File: config.mk
export PLATFORM = sky130hd
export DESIGN_NAME = adder_result_stage
export DESIGN_NICKNAME = d
export VERILOG_FILES = /design/src/rtl/adder_result_stage.sv
export SDC_FILE = /design/constraint.sdc
export NUM_CORES = 1
export LEC_CHECK = 0
export CORE_MARGIN = 2
export CORE_UTILIZATION = 30
export CTS_CLUSTER_DIAMETER = 120
export CTS_CLUSTER_SIZE = 14
export DETAILED_ROUTE_END_ITERATION = 10
export PLACE_DENSITY = 0.69
export SLEW_MARGIN = 0
export SYNTH_ARGS = -nofsm -noshare
export SYNTH_HDL_FRONTEND = slang
export SYNTH_SLANG_ARGS = --single-unit
File: constraint.sdc
create_clock -name clk -period 1.75 [get_ports clk]
set_clock_uncertainty 0.1 [all_clocks]
set_input_delay 0.4375 -clock clk [delete_from_list [all_inputs] [get_ports clk]]
set_output_delay 0.4375 -clock clk [all_outputs]
set_load 0.01 [all_outputs]
File: src/rtl/adder_result_stage.sv
// Registered result stage behind full_adder_16: captures sum/operands, derives C/Z/N/V flags,
// buffers them behind valid/ready and tracks carry exceptions. `ADDER_RESULT_SKID_EN selects 2-entry skid.
module adder_result_stage #(
  parameter int EXC_CNT_W = 8
) (
  input  logic                 clk,
  input  logic                 rst_n,
  input  logic                 in_valid,
  output logic                 in_ready,
  input  logic [15:0]          inp1,
  input  logic [15:0]          inp2,
  input  logic [15:0]          sum,
  input  logic                 cout,
  output logic                 out_valid,
  input  logic                 out_ready,
  output logic [15:0]          res,
  output logic                 flag_c,
  output logic                 flag_z,
  output logic                 flag_n,
  output logic                 flag_v,
  output logic                 exc,
  input  logic                 exc_clr,
  output logic [EXC_CNT_W-1:0] exc_cnt
);

  typedef enum logic [1:0] {
    EMPTY = 2'd0,
    ONE   = 2'd1,
    FULL  = 2'd2
  } state_t;

  typedef struct packed {
    logic        v;
    logic        n;
    logic        z;
    logic        c;
    logic [15:0] r;
  } entry_t;

  localparam logic [EXC_CNT_W-1:0] CNT_MAX = {EXC_CNT_W{1'b1}};
  localparam logic [EXC_CNT_W-1:0] CNT_ONE = EXC_CNT_W'(1'b1);

  function automatic entry_t make_entry(input logic [15:0] a, input logic [15:0] b,
                                        input logic [15:0] s, input logic co);
    entry_t e;
    e.r = s;
    e.c = co;
    e.z = (s == 16'h0000);
    e.n = s[15];
    e.v = (a[15] == b[15]) && (s[15] != a[15]);
    return e;
  endfunction

  state_t               state_r;
  entry_t               head_r;
  logic                 exc_r;
  logic [EXC_CNT_W-1:0] cnt_r;
  entry_t               new_s;
  logic                 accept_s;
  logic                 pop_s;
  logic                 event_s;

  assign new_s     = make_entry(inp1, inp2, sum, cout);
  assign out_valid = (state_r != EMPTY);
`ifdef ADDER_RESULT_SKID_EN
  assign in_ready  = (state_r != FULL);
`else
  assign in_ready  = (state_r == EMPTY) || out_ready;
`endif
  assign accept_s  = in_valid && in_ready;
  assign pop_s     = out_valid && out_ready;
  assign event_s   = accept_s && cout;

  assign res     = head_r.r;
  assign flag_c  = head_r.c;
  assign flag_z  = head_r.z;
  assign flag_n  = head_r.n;
  assign flag_v  = head_r.v;
  assign exc     = exc_r;
  assign exc_cnt = cnt_r;

`ifdef ADDER_RESULT_SKID_EN
  entry_t tail_r;

  // Occupancy FSM for the 2-entry skid buffer; head_r always drives the outputs.
  always_ff @(posedge clk or negedge rst_n) begin
    if (!rst_n) begin
      state_r <= EMPTY;
      head_r  <= '0;
      tail_r  <= '0;
    end else begin
      case (state_r)
        EMPTY: begin
          if (accept_s) begin
            head_r  <= new_s;
            state_r <= ONE;
          end
        end
        ONE: begin
          if (accept_s && !pop_s) begin
            tail_r  <= new_s;
            state_r <= FULL;
          end else if (accept_s && pop_s) begin
            head_r  <= new_s;
          end else if (pop_s) begin
            state_r <= EMPTY;
          end
        end
        FULL: begin
          if (pop_s) begin
            head_r  <= tail_r;
            state_r <= ONE;
          end
        end
        default: state_r <= EMPTY;
      endcase
    end
  end
`else
  // Single-entry holding register; a refill is only possible alongside a pop.
  always_ff @(posedge clk or negedge rst_n) begin
    if (!rst_n) begin
      state_r <= EMPTY;
      head_r  <= '0;
    end else begin
      case (state_r)
        EMPTY: begin
          if (accept_s) begin
            head_r  <= new_s;
            state_r <= ONE;
          end
        end
        ONE: begin
          if (accept_s) begin
            head_r  <= new_s;
          end else if (pop_s) begin
            state_r <= EMPTY;
          end
        end
        default: state_r <= EMPTY;
      endcase
    end
  end
`endif

  // Sticky exception and saturating carry counter; a clear never masks a same-cycle event.
  always_ff @(posedge clk or negedge rst_n) begin
    if (!rst_n) begin
      exc_r <= 1'b0;
      cnt_r <= '0;
    end else if (exc_clr) begin
      exc_r <= event_s;
      cnt_r <= event_s ? CNT_ONE : '0;
    end else if (event_s) begin
      exc_r <= 1'b1;
      cnt_r <= (cnt_r == CNT_MAX) ? CNT_MAX : cnt_r + CNT_ONE;
    end
  end

endmodule

# Word level (Yosys, flattened, before mapping)
# Index checks and enable logic that the tools add are counted.
# word_totals
in_bits	54
elab_cells	38
regBits	31
# classes
n_eq_ne	7
reduce_logical	12
n_mux	10
add_sub_neg	1
# op_table
op	n
8-bit 2-to-1 mux	3
16-bit zero test	1
8-bit by 1-bit adder with 8-bit output (second input constant)	1
8-bit equality test (second input constant)	1
2-bit 2-to-1 mux	3
2-bit != test (second input constant)	3
1-bit logical AND	4
2-bit case mux with 2 select lines	1
2-bit nonzero test	2
1-bit 2-to-1 mux	3
3-bit AND reduction	1
2-bit by 1-bit equality test with 1-bit output (second input constant)	1
2-bit zero test	1
2-bit AND reduction	1
2-bit OR reduction	1
1-bit equality test	1
1-bit logical OR	1
1-bit != test	1

# Depth between registers and ports, before layout
# logic_depth
word_depth	6
depth_mapped	6
depth_no_buf	5

# Worst setup path before layout
# OpenSTA, ideal clock, no wires.
# synth_path
path_kind	input to register
from	input port out_ready
to	register head_r (netlist bit flag_n)
stages	5
t_arrival_ns	1.375
n_path_buf	1
setup_ns	0.125
required_time_ns	1.525
slack_ns	0.150
path_cell_list	nor2b_2 inv_1 nand2_1 buf_2 mux2_2
# synth_between
elab_chain_len	3
# synth_rtl
item	line	rtl
from (decl)	15	input logic out_ready,
1-bit logical OR	68	assign in_ready = (state_r == EMPTY) || out_ready;
named net in_ready	9	output logic in_ready,
1-bit logical AND	70	assign accept_s = in_valid && in_ready;
2-bit AND reduction (no line)	--	
to (signal assigned)	129	head_r <= new_s;
to (signal assigned)	135	head_r <= new_s;
to (decl)	55	entry_t head_r;
# The timed path passes the listed nets, and every way through them passes these cells.
# A chain may end at the register's enable or synchronous reset.

# Worst setup path in the final report
# layout_path
from	input port out_ready
to	register cnt_r[6], in the netlist exc_cnt[6]
# layout_between
elab_chain_len	4
# layout_rtl
item	line	rtl
1-bit logical OR	68	
1-bit logical AND	70	
1-bit logical AND	72	assign event_s = accept_s && cout;
2-bit nonzero test (no line)	--	
to (signal assigned)	153	cnt_r <= event_s ? CNT_ONE : '0;
to (signal assigned)	156	cnt_r <= (cnt_r == CNT_MAX) ? CNT_MAX : cnt_r + CNT_ONE;
to (decl)	57	logic [EXC_CNT_W-1:0] cnt_r;
# No other way between the ends.

==> flow_summary_export.csv <==
group,metric,value,unit
layout,ff_latch_area,728,um2
setup_path,cp.arrival,1.76,ns
job,max-cap-violations,0,
clock_tree,cts_sinks,29,
timing,slew_headroom,0.744,
setup_path,startpoint_type,"input port",
grt,grt_pass1_vias,1172,
placement,port_buffers,54,
placement,place.gp.congestion,0.817,
route,avgRoutedWirePerCell,15.8,um
hold_path,hp-class,"register to register",
die,start_util,0.315,
layout,multi_input_area,541,um2
synthesis,ys.flop_type,"dfrtp_1",
setup_path,r2r_cells,5,
route,finalWirelength,3630,um
synthesis,yosys-top-cells-area,"dfrtp_1 57%, mux2_2 14%, nor4_1 3.0%",
setup_path,critPathMaxFanout,4,
layout,nets,234,
layout,stdcell_count,230,
synthesis,postSynthCellCount,108,
timing,rsz0062_at_grt,"yes",
route,drtIter0Drc,29,
layout,layout-drive-gt1-share,0.272,
clock_tree,hold_buffers,0,
grt,grt_pass1_wl,5690,um
timing,slew_violations,0,
synthesis,syn-num-nets,163,
layout,nFillCells,342,
die,die_h,69.0,um
synthesis,synth_area,1270,um2
synthesis,avgSynthCellArea,11.7,um2
synthesis,synth_edf_count,0,
synthesis,synth_warnings,0,
pwr,powerDensity,884,nW/um2
timing,tightest_slew,0.380,ns
die,coreArea,4030,um2
synthesis,synth_most_common_cell,"dfrtp_1",
grt,track_usage,0.148,
setup_path,startpoint,"out_ready",
die,die_w,69.0,um
synthesis,netlist_top_cells_count,"29 x dfrtp_1, 16 x mux2_2, 8 x nand2_1, 7 x nor2_1, 6 x nor4_1",
pwr,p_total,1.89,mW
setup_path,crit_end,"exc_cnt[6]",
timing,period_needed,1.71,ns
grt,antenna_found_initial,0,
clock_tree,cts_buffer_depth,2,
route,routed_via_density,4.88,
synthesis,netlist.area_leader.share,0.572,
placement,dp.cells,218,
clock_tree,clk_pin_slew,0.07,ns
setup_path,regToRegSetupSlack,0.10,ns
die,die_area,4770,um2
route,drtPass1Iterations,4,
pwr,vdd_drop_max,0.531,mV
route,via_count,1122,
synthesis,synth.distinct_cells,27,
synthesis,synth_area_leader_cell,"dfrtp_1",
grt,grt_max_degree,30,
clock_tree,cts.htree.levels,2,
setup_path,crit_type,"input port to register",
clock_tree,numCtsBuffers,5,
die,num_io_pins,85,
placement,hpwl,2600,um
synthesis,seq_area_frac_synth,0.572,
clock_tree,clkLatencyLatePin,0.28,ns
synthesis,ys_seq_elements,29,
clock_tree,cts_tree,"done",
layout,areaGrowthSynthToFinish,68.7,%
grt,grt-ovfl-total,0,
outcome,status,"complete, no violations",
setup_path,worst_ep_required_time,1.80,ns
clock_tree,root_buffer,"clkbuf_8",
setup_path,endpoint_kind,"register",
timing,max_freq,584,MHz
pwr,p_leak,0.969,nW
synthesis,postSynth.asyncResetShare,1.00,
timing,final.period_utilization,0.979,
setup_path,r2r_start,"exc_cnt[1]",
layout,diodes,0,
die,rows,23,
route,ant_nets,0,
route,drc,0,
timing,finalSetupViolCount,0,
timing,hold_violations,0,
setup_path,r2r-end,"exc_cnt[4]",
[final cells by class]
type	count	area share
inverters	2	0.00351
repair buffers	69	0.320
flip-flops and latches	29	0.340
well taps	50	0.0292
clock inverters	1	0.0140
clock buffers	7	0.0403
multi-input cells	72	0.252
[kinds of logic after synthesis]
| group | after synthesis | synth area share |
|---|---|---|
| AND/OR/NAND/NOR | 41 | 0.174 |
| flip-flops | 29 | 0.572 |
| multiplexers | 18 | 0.158 |
| AO/OA/AOI/OAI | 12 | 0.0582 |
| buffers and inverters | 7 | 0.0286 |
| adder cells (fa/ha/maj) | 1 | 0.00986 |
[through the flow]
step	area [um2]	setup TNS, ns	util	setup slack (ns)	hold slack (ns)
global route	2140	-0.0432	0.531	-0.0199	0.420
finish	2140	0	0.531	0.0372	0.389
floorplan	1270	0	-	0.150	0.0419
detailed placement	1940	-5.89	0.481	-0.338	0.374
global placement	1940	-5.48	0.481	-0.340	0.364
CTS	2060	0	0.511	0.00486	0.388
[where the power goes]
part	switching, mW	total, mW	leakage (nW)	internal (mW)
Clock	0.245	0.708	0.0585	0.464
Sequential	0.0381	0.777	0.357	0.739
Combinational	0.156	0.407	0.554	0.250
Total	0.439	1.89	0.969	1.45
[how the worst min path moves through the flow]
stage	from	end	slack [ns]	cells past startpoint
floorplan	rst_n	exc	0.04	0
global placement	flag_c	flag_c	0.36	2
detailed placement	flag_c	flag_c	0.37	2
CTS	flag_c	flag_c	0.39	2
global route	flag_v	flag_v	0.42	2
finish	flag_c	flag_c	0.39	2
[worst max-delay path: stages]
cell and delay (ns):
clkdlybuf4s50_1 0.47, nor2b_2 0.04, buf_4 0.15, nor4b_1 0.37, mux2i_1 0.24, nor2_1 0.06
[sequential cells by signal (all words and copies together) (netlist names)]
signal	cells
state_r	1
flag_v	1
flag_n	1
res	15
flag_z	1
exc_cnt	8
exc	1
flag_c	1
[layout by cell type (no fill, tap or decap), types with 2 or more instances in the layout]
cell	Yosys	final
a211oi_1	2	2
a21oi_1	3	3
a31oi_1	2	2
buf_4	2	13
clkbuf_8	0	6
clkdlybuf4s50_1	0	41
dfrtp_1	29	27
dfrtp_2	0	2
dlygate4sd2_1	0	6
dlymetal6s2s_1	0	6
inv_1	2	2
mux2_2	16	16
mux2i_1	2	2
nand2_1	8	7
nand2b_1	3	3
nand3_1	4	4
nand4_1	2	2
nor2_1	7	6
nor3_1	5	4
nor4_1	6	5
o21ai_0	3	3
[metal layers]
metal / vias up / wire (um) / GRT usage
met5: - / 0 / 0
met2: 21 / 2040 / 0.278
met4: 0 / 45 / 0.0479
met1: 567 / 1450 / 0.162
li1: 530 / - / -
met3: 4 / 92 / 0.0365
[repair_timing]
action | in CTS | in global routing
buffers inserted | 2 | 1
pin swaps | 0 | 1
resized for setup | 12 | 14
gates cloned | 0 | 1
setup endpoints to repair | 9 | 26
Note: power is estimated with default switching activity, not from simulation.
